===== src/rtl/multicycle_control_pkg.sv =====
// Shared encodings for the multicycle controller: FSM states, opcodes,
// ALU operand/operation selects and the bundled control word.
package multicycle_control_pkg;

    localparam int OPCODE_W = 7;

    typedef enum logic [3:0] {
        ST_FETCH  = 4'd0,
        ST_DECODE = 4'd1,
        ST_EXEC_R = 4'd2,
        ST_ADDR   = 4'd3,
        ST_MEM_RD = 4'd4,
        ST_MEM_WR = 4'd5,
        ST_WB_ALU = 4'd6,
        ST_WB_MEM = 4'd7,
        ST_BRANCH = 4'd8,
        ST_TRAP   = 4'd9
    } state_t;

    localparam logic [6:0] OP_R   = 7'b0110011;
    localparam logic [6:0] OP_LD  = 7'b0000011;
    localparam logic [6:0] OP_SD  = 7'b0100011;
    localparam logic [6:0] OP_BEQ = 7'b1100011;

    localparam logic [1:0] SRCA_PC    = 2'b00;
    localparam logic [1:0] SRCA_OLDPC = 2'b01;
    localparam logic [1:0] SRCA_REGA  = 2'b10;

    localparam logic [1:0] SRCB_REGB    = 2'b00;
    localparam logic [1:0] SRCB_FOUR    = 2'b01;
    localparam logic [1:0] SRCB_IMM     = 2'b10;
    localparam logic [1:0] SRCB_IMM_SH1 = 2'b11;

    localparam logic [1:0] ALUOP_ADD   = 2'b00;
    localparam logic [1:0] ALUOP_SUB   = 2'b01;
    localparam logic [1:0] ALUOP_FUNCT = 2'b10;

    typedef struct packed {
        logic       ir_write;
        logic       pc_write;
        logic       pc_src;
        logic       mem_read;
        logic       mem_write;
        logic       mem_to_reg;
        logic       reg_write;
        logic [1:0] alu_src_a;
        logic [1:0] alu_src_b;
        logic [1:0] alu_op;
        logic       instr_done;
        logic       halted;
    } ctrl_t;

    // Opcode dispatch out of DECODE; anything unrecognised traps.
    function automatic state_t decode_next(input logic [6:0] opcode);
        state_t nxt;
        case (opcode)
            OP_R:         nxt = ST_EXEC_R;
            OP_LD, OP_SD: nxt = ST_ADDR;
            OP_BEQ:       nxt = ST_BRANCH;
            default:      nxt = ST_TRAP;
        endcase
        return nxt;
    endfunction

endpackage


===== src/rtl/multicycle_control_if.sv =====
// Controller <-> datapath bundle: instruction/flag inputs and control strobes.
interface multicycle_control_if;
    import multicycle_control_pkg::*;

    logic [OPCODE_W-1:0] opcode;
    logic                zero;
    logic                memReady;
    logic                irWrite;
    logic                pcWrite;
    logic                pcSrc;
    logic                memRead;
    logic                memWrite;
    logic                memToReg;
    logic                regWrite;
    logic [1:0]          aluSrcA;
    logic [1:0]          aluSrcB;
    logic [1:0]          aluOp;

    modport master (
        input  opcode, zero, memReady,
        output irWrite, pcWrite, pcSrc, memRead, memWrite, memToReg, regWrite,
               aluSrcA, aluSrcB, aluOp
    );

    modport slave (
        output opcode, zero, memReady,
        input  irWrite, pcWrite, pcSrc, memRead, memWrite, memToReg, regWrite,
               aluSrcA, aluSrcB, aluOp
    );

endinterface


===== src/rtl/multicycle_control.sv =====
// Moore control FSM for a multicycle RISC-V style datapath with memory
// wait states, a sticky trap state and a retired-instruction counter.
module multicycle_control
    import multicycle_control_pkg::*;
(
    input  logic                 clk,
    input  logic                 reset,
    multicycle_control_if.master bus,
    output logic                 instrDone,
    output logic                 halted,
    output logic [3:0]           state,
    output logic [31:0]          instret
);

    state_t      state_r;
    state_t      next_state_s;
    logic [31:0] instret_r;
    ctrl_t       ctrl_s;
    ctrl_t       ctrl_q_s;

    // State register and retire counter; the counter wraps naturally.
    always_ff @(posedge clk) begin
        if (reset) begin
            state_r   <= ST_FETCH;
            instret_r <= 32'd0;
        end else begin
            state_r <= next_state_s;
            if (ctrl_q_s.instr_done) begin
                instret_r <= instret_r + 32'd1;
            end else begin
                instret_r <= instret_r;
            end
        end
    end

    // Next-state and output decode from the current state.
    always_comb begin
        ctrl_s       = '0;
        next_state_s = ST_FETCH;
        case (state_r)
            ST_FETCH: begin
                ctrl_s.ir_write  = 1'b1;
                ctrl_s.pc_write  = 1'b1;
                ctrl_s.alu_src_a = SRCA_PC;
                ctrl_s.alu_src_b = SRCB_FOUR;
                ctrl_s.alu_op    = ALUOP_ADD;
                next_state_s     = ST_DECODE;
            end
            ST_DECODE: begin
                ctrl_s.alu_src_a = SRCA_OLDPC;
                ctrl_s.alu_src_b = SRCB_IMM_SH1;
                ctrl_s.alu_op    = ALUOP_ADD;
                next_state_s     = decode_next(bus.opcode);
            end
            ST_EXEC_R: begin
                ctrl_s.alu_src_a = SRCA_REGA;
                ctrl_s.alu_src_b = SRCB_REGB;
                ctrl_s.alu_op    = ALUOP_FUNCT;
                next_state_s     = ST_WB_ALU;
            end
            ST_ADDR: begin
                ctrl_s.alu_src_a = SRCA_REGA;
                ctrl_s.alu_src_b = SRCB_IMM;
                ctrl_s.alu_op    = ALUOP_ADD;
                next_state_s     = (bus.opcode == OP_LD) ? ST_MEM_RD : ST_MEM_WR;
            end
            ST_MEM_RD: begin
                ctrl_s.mem_read = 1'b1;
                next_state_s    = bus.memReady ? ST_WB_MEM : ST_MEM_RD;
            end
            ST_MEM_WR: begin
                ctrl_s.mem_write  = 1'b1;
                ctrl_s.instr_done = bus.memReady;
                next_state_s      = bus.memReady ? ST_FETCH : ST_MEM_WR;
            end
            ST_WB_ALU: begin
                ctrl_s.reg_write  = 1'b1;
                ctrl_s.instr_done = 1'b1;
                next_state_s      = ST_FETCH;
            end
            ST_WB_MEM: begin
                ctrl_s.reg_write  = 1'b1;
                ctrl_s.mem_to_reg = 1'b1;
                ctrl_s.instr_done = 1'b1;
                next_state_s      = ST_FETCH;
            end
            ST_BRANCH: begin
                // PC is only redirected when the compare says equal.
                ctrl_s.alu_src_a  = SRCA_REGA;
                ctrl_s.alu_src_b  = SRCB_REGB;
                ctrl_s.alu_op     = ALUOP_SUB;
                ctrl_s.pc_src     = 1'b1;
                ctrl_s.pc_write   = bus.zero;
                ctrl_s.instr_done = 1'b1;
                next_state_s      = ST_FETCH;
            end
            ST_TRAP: begin
                ctrl_s.halted = 1'b1;
                next_state_s  = ST_TRAP;
            end
            default: begin
                next_state_s = ST_FETCH;
            end
        endcase

        if (reset) begin
            ctrl_q_s = '0;
        end else begin
            ctrl_q_s = ctrl_s;
        end
    end

    assign bus.irWrite  = ctrl_q_s.ir_write;
    assign bus.pcWrite  = ctrl_q_s.pc_write;
    assign bus.pcSrc    = ctrl_q_s.pc_src;
    assign bus.memRead  = ctrl_q_s.mem_read;
    assign bus.memWrite = ctrl_q_s.mem_write;
    assign bus.memToReg = ctrl_q_s.mem_to_reg;
    assign bus.regWrite = ctrl_q_s.reg_write;
    assign bus.aluSrcA  = ctrl_q_s.alu_src_a;
    assign bus.aluSrcB  = ctrl_q_s.alu_src_b;
    assign bus.aluOp    = ctrl_q_s.alu_op;
    assign instrDone    = ctrl_q_s.instr_done;
    assign halted       = ctrl_q_s.halted;
    assign state        = state_r;
    assign instret      = instret_r;

endmodule


===== src/flat_wrapper.sv =====
// flat-port wrapper written by rule: the top's interface ports become plain ports
module multicycle_control_flat import multicycle_control_pkg::*;
  (clk, reset, instrDone, halted, state, instret, bus_opcode, bus_zero, bus_memReady, bus_irWrite, bus_pcWrite, bus_pcSrc, bus_memRead, bus_memWrite, bus_memToReg, bus_regWrite, bus_aluSrcA, bus_aluSrcB, bus_aluOp);
  multicycle_control_if bus_i ();
  input  logic clk;
  input  logic reset;
  output logic instrDone;
  output logic halted;
  output logic [3:0] state;
  output logic [31:0] instret;
  input wire logic [$bits(bus_i.opcode)-1:0] bus_opcode;
  input wire logic [$bits(bus_i.zero)-1:0] bus_zero;
  input wire logic [$bits(bus_i.memReady)-1:0] bus_memReady;
  output wire logic [$bits(bus_i.irWrite)-1:0] bus_irWrite;
  output wire logic [$bits(bus_i.pcWrite)-1:0] bus_pcWrite;
  output wire logic [$bits(bus_i.pcSrc)-1:0] bus_pcSrc;
  output wire logic [$bits(bus_i.memRead)-1:0] bus_memRead;
  output wire logic [$bits(bus_i.memWrite)-1:0] bus_memWrite;
  output wire logic [$bits(bus_i.memToReg)-1:0] bus_memToReg;
  output wire logic [$bits(bus_i.regWrite)-1:0] bus_regWrite;
  output wire logic [$bits(bus_i.aluSrcA)-1:0] bus_aluSrcA;
  output wire logic [$bits(bus_i.aluSrcB)-1:0] bus_aluSrcB;
  output wire logic [$bits(bus_i.aluOp)-1:0] bus_aluOp;
  assign bus_i.opcode = bus_opcode;
  assign bus_i.zero = bus_zero;
  assign bus_i.memReady = bus_memReady;
  assign bus_irWrite = bus_i.irWrite;
  assign bus_pcWrite = bus_i.pcWrite;
  assign bus_pcSrc = bus_i.pcSrc;
  assign bus_memRead = bus_i.memRead;
  assign bus_memWrite = bus_i.memWrite;
  assign bus_memToReg = bus_i.memToReg;
  assign bus_regWrite = bus_i.regWrite;
  assign bus_aluSrcA = bus_i.aluSrcA;
  assign bus_aluSrcB = bus_i.aluSrcB;
  assign bus_aluOp = bus_i.aluOp;
  multicycle_control u_core (.clk(clk), .reset(reset), .bus(bus_i), .instrDone(instrDone), .halted(halted), .state(state), .instret(instret));
endmodule

===== config.mk =====
export PLATFORM = sky130hd
export DESIGN_NAME = multicycle_control_flat
export DESIGN_NICKNAME = d
export VERILOG_FILES = /design/src/rtl/multicycle_control_pkg.sv /design/src/rtl/multicycle_control_if.sv /design/src/rtl/multicycle_control.sv /design/src/flat_wrapper.sv
export SDC_FILE = /design/constraint.sdc
export NUM_CORES = 1
export LEC_CHECK = 0
export CORE_UTILIZATION = 50
export DETAILED_ROUTE_END_ITERATION = 8
export PLACE_DENSITY = 0.89
export SLEW_MARGIN = 30
export SYNTH_ARGS = -nofsm -noshare
export SYNTH_HDL_FRONTEND = slang
export SYNTH_SLANG_ARGS = --single-unit

===== constraint.sdc =====
create_clock -name clk -period 4.65 [get_ports clk]
set_input_delay 0.93 -clock clk [delete_from_list [all_inputs] [get_ports clk]]
set_output_delay 0.93 -clock clk [all_outputs]
set_load 0.005 [all_outputs]

# ---- Word-level counts from Yosys, hierarchy flattened
# Index checks and enable logic that the tools add are counted.
dict set report word_totals {
  regBits 36
  latch_bits 0
  ram_bits 0
  mem_bits_ro 0
  inputBits 11
  out_inout_bits 51
  word_cells 36
  n_memories 0
}
dict set report classes {
  addsub 1
  mul 0
  n_div 0
  n_lt_le_gt_ge 0
  eq_ne 13
  shift 0
  mux 16
  bitwise 0
  n_reduce_logical 4
}
# op n
set op_table {}
lappend op_table {{32-bit by 1-bit adder with 32-bit output, second input constant} 1}
lappend op_table {{6-bit one-hot mux with 5 select lines} 1}
lappend op_table {{4-bit one-hot mux with 7 select lines} 1}
lappend op_table {{4-bit by 3-bit equality test with 1-bit output, second input constant} 4}
lappend op_table {{15-bit 2-to-1 mux} 1}
lappend op_table {{7-bit by 6-bit equality test with 1-bit output, second input constant} 2}
lappend op_table {{4-bit one-hot mux with 3 select lines} 1}
lappend op_table {{4-bit by 2-bit equality test with 1-bit output, second input constant} 2}
lappend op_table {{4-bit equality test, second input constant} 2}
lappend op_table {{1-bit 2-to-1 mux} 8}
lappend op_table {{7-bit by 2-bit equality test with 1-bit output, second input constant} 1}
lappend op_table {{7-bit equality test, second input constant} 1}
lappend op_table {{4-bit by 1-bit equality test with 1-bit output, second input constant} 1}
lappend op_table {{4-bit logical NOT} 1}
lappend op_table {{1-bit one-hot mux with 2 select lines} 2}
lappend op_table {{2-bit OR reduction} 2}
lappend op_table {{3-bit 2-to-1 mux} 1}
lappend op_table {{3-bit OR reduction} 1}
lappend op_table {{2-bit 2-to-1 mux} 1}

# ---- Longest topological paths before layout
dict set report logic_depth {
  word_depth 4
  ltp_mapped 7
  ltp_nobuf 6
}

# ---- Worst setup path before layout
# Ideal clock, no wire load.
dict set report synth_timing {
  path_type {input to output}
  start {in bus_memReady}
  end {out instrDone}
  arrival_time_ps 1506
  required_ps 3720
  setup_slack_ps 2214
  cell_stages 3
  path_buffers 0
  cell_sequence {a21o_2 -> a31oi_1 -> nor2_1}
}
dict set report synth_between {
  elab_chain_len 2
}
# element line
set synth_rtl {}
lappend synth_rtl {{start, declared} flat_wrapper.sv:13} ;# input wire logic [$bits(bus_i.memReady)-1:0] bus_memReady;
lappend synth_rtl {{1-bit one-hot mux with 2 select lines} multicycle_control.sv:40} ;# case (state_r)
lappend synth_rtl {{15-bit 2-to-1 mux} multicycle_control.sv:106} ;# if (reset) begin
lappend synth_rtl {{end, declared} flat_wrapper.sv:7} ;# output logic instrDone;
# No other way between the ends.

# ---- Final worst setup path
dict set report layout_timing {
  start {in reset}
  end {out bus_aluOp[1]}
}
dict set report layout_between {
  elab_chain_len 1
}
# element line
set layout_rtl {}
lappend layout_rtl {{start, declared} flat_wrapper.sv:6} ;# input logic reset;
lappend layout_rtl {{15-bit 2-to-1 mux} multicycle_control.sv:106}
lappend layout_rtl {{end, declared} flat_wrapper.sv:23} ;# output wire logic [$bits(bus_i.aluOp)-1:0] bus_aluOp;
# No other way between the ends.

==> results by group <==
Routing
  • WL/cell: 13.8 um
  • Initial DRC Count: 128
  • First-pass DRT Iterations: 4
  • Routed via count: 2013
  • Aggregate routed wire length: 4.91 mm
  • DRC: 0
  • Remaining antenna violation count: 0
  • Via-per-instance ratio: 5.67

CTS
  • Worst skew pair latency: 290 ps
  • # Post-CTS Setup Buffers: 0
  • CTS Sinks: 36
  • Max clock buf depth: 2
  • Cts hold-fix bufs: 0
  • Clk root buf: clkbuf_8
  • CTS Buf Count: 5
  • CTS H-tree lvls: 2
  • Reg clk slew, reported paths: 70 ps
  • Post-CTS sizing: 0
  • TritonCTS clock tree: done

Worst hold path
  • Hold Path Class: reg -> reg

Worst setup path
  • Max FO, Critical Path: 10
  • WS Path Type: in -> out
  • CP Capture Type: output port
  • Slowest cell delay on critical path: 590 ps
  • Worst path most repeated cell: clkdlybuf4s50_1
  • Worst Path Required: 3720 ps
  • Top delay family on crit path: buffers and inverters
  • CP max-delay cell: clkdlybuf4s50_1
  • Worst endpoint data arrival time: 2620 ps
  • Crit path buffers/inverters: 2
  • Crit path launch type: input pin
  • Cell Chain, Critical Path: clkdlybuf4s50_1, nor2_1, nand2_1, nor3b_1, clkdlybuf4s50_1

Pwr
  • Static leakage: 0.892 nW
  • Worst VDD drop: 0.145 mV
  • Pwr dens: 246 nW/um^2

Logic synthesis
  • Post-synthesis sequential area ratio: 35.4%
  • Syn Std Cell Area: 2040 sq um
  • Average cell area after synthesis: 8.15 sq um
  • Number of flops mapped to enable cells by yosys: 0
  • Register bit count reported by yosys: 36
  • Net Count, Synth: 262
  • Post-synth ARST share: 0%
  • Synth Flop Type: dfxtp_1
  • Cells after Synth: 250
  • Ys Warns: 0
  • Unique masters post-synth: 52

Floorplan
  • Core Region: 3770 sq um
  • I/O pin count: 62
  • Area of the die: 4330 sq um
  • Die height: 65.8 um
  • Die width: 65.8 um
  • Core Rows: 22
  • Starting Density: 54.0%

STA
  • Setup Total Neg Slack: 0 ps
  • Final hold violations: 0
  • Tcrit/Tclk final: 76.4%
  • Worst Skew: 8.32 ps
  • RSZ-0062 raised after global routing: false
  • Max Slew Vio Count: 0
  • Final setup viols: 0
  • Least-Margin Pin Slew: 995 ps
  • Max transition margin: 33.7%
  • Fin crit period: 3550 ps
  • Min Hold Slack: 531 ps
  • Final WS setup: 1100 ps
  • Max Freq: 281 MHz

Final layout
  • Ant. Diodes: 0
  • Layout Cells excl Fill: 355
  • Nets: 318
  • Share of cells above drive strength 1: 7.49%
  • Most common cell after layout, fill and taps aside: clkdlybuf4s50_1
  • Most frequent cells in the layout: clkdlybuf4s50_1 (61), nor2_1 (42), dfxtp_1 (36)
  • Post-route cell area: 2730 sq um
  • Area delta synth->final: 34.2%

Global routing
  • Total grt overflow: 0
  • Vias in the first global route: 1748
  • First-pass GRT wire length: 7.82 mm
  • Gr usage total: 23.2%
  • Initial antenna violation count: 0
  • Pin count of the biggest net entering global routing: 35

Place
  • Setup WS pre-CTS: 1110 ps
  • I/O Buffers: 61
  • Hpwl dp: 3.34 mm
  • Placed inst area: 2620 sq um
  • Placed cell count: 346
  • Gp weighted congestion: 0.790

Run status
  • Status: completed

Flow run
  • Max-Cap Viols: 0
-- path summary, 6_finish.rpt --
| path | slack, ps | end | from | cells after the start |
|---|---|---|---|---|
| setup / recovery | 1100 | bus_aluOp[1] | reset | 5 |
| hold / removal | 530 | u_core.instret[29] | u_core.instret[29] | 2 |
| setup reg to reg | 2280 | u_core.instret[29] | u_core.instret[2] | 5 |
| hold reg to reg | 530 | u_core.instret[29] | u_core.instret[29] | 2 |
-- flip-flops by register name (all words and copies together), names as in the netlist --
signal          flops
u_core.instret     32
u_core.state        4
-- Yosys cell counts (2+ instances only) --
master | instances | area share, %
nor2_1 | 42 | 7.7
dfxtp_1 | 36 | 35
xnor2_1 | 17 | 7.3
a21oi_1 | 14 | 3.4
nand2_1 | 12 | 2.2
nor4_1 | 12 | 3.7
nand3_1 | 10 | 2.5
nor3_1 | 10 | 2.5
clkbuf_1 | 9 | 1.7
inv_1 | 9 | 1.7
nand4_1 | 6 | 1.8
xor2_1 | 6 | 2.6
o21ai_0 | 5 | 1.2
or3_1 | 5 | 1.5
nand2b_1 | 4 | 1.2
clkbuf_8 | 3 | 2.0
nor2b_1 | 3 | 0.92
or4_1 | 3 | 1.1
a22o_1 | 2 | 0.86
a22oi_1 | 2 | 0.74
and3_1 | 2 | 0.61
and4_1 | 2 | 0.86
buf_6 | 2 | 1.1
mux2_2 | 2 | 1.1
mux2i_1 | 2 | 0.98
nand3b_1 | 2 | 0.74
nand4_2 | 2 | 1.2
o31ai_1 | 2 | 0.74
-- worst register-to-register path, cell delays in order, from the launching register on --
cell	delay, ps
dfxtp_1	470
nand4_2	160
or2_2	470
or4_4	590
or4_1	480
a21oi_1	140
-- metal layers --
layer | up-vias | share of wire (%) | GRT usage [%]
met5 | - | 0 | 0
met4 | 0 | 1.4 | 7.88
met3 | 7 | 5.4 | 4.66
met2 | 70 | 48 | 39.3
met1 | 932 | 45 | 28.9
li1 | 1004 | - | -
-- where the power goes --
part | internal (mW) | leakage (nW) | total, mW | switching [mW]
Sequential | 0.312 | 0.291 | 0.325 | 0.0131
Clock | 0.159 | 0.0552 | 0.270 | 0.111
Combinational | 0.0430 | 0.547 | 0.0773 | 0.0343
-- cell families after synthesis --
logic type,after synthesis,share of synthesized area [%]
buffers and inverters,23,6.45
adder cells (fa/ha/maj),1,0.614
flip-flops,36,35.4
AND/OR/NAND/NOR,129,35.0
multiplexers,4,2.09
AO/OA/AOI/OAI,34,10.6
XOR/XNOR,23,9.89
-- final cells by class --
type / count / area (sq um)
multi-input cells: 191 / 1180
flip-flops and latches: 36 / 721
fillers: 322 / 1040
clock buffers: 6 / 72.6
clock inverters: 2 / 35.0
repair buffers: 63 / 626
inverters: 9 / 33.8
well taps: 48 / 60.1
-- per-stage QoR --
step / total power [mW] / util (%)
3_3_place_gp: 0.408 / 69.4
6_report: 0.672 / 72.5
2_1_floorplan: 0.370 / -
3_5_place_dp: 0.409 / 69.4
5_1_grt: 0.700 / 72.5
4_1_cts: 0.676 / 72.3
Note: power is estimated with default switching activity, not from simulation.
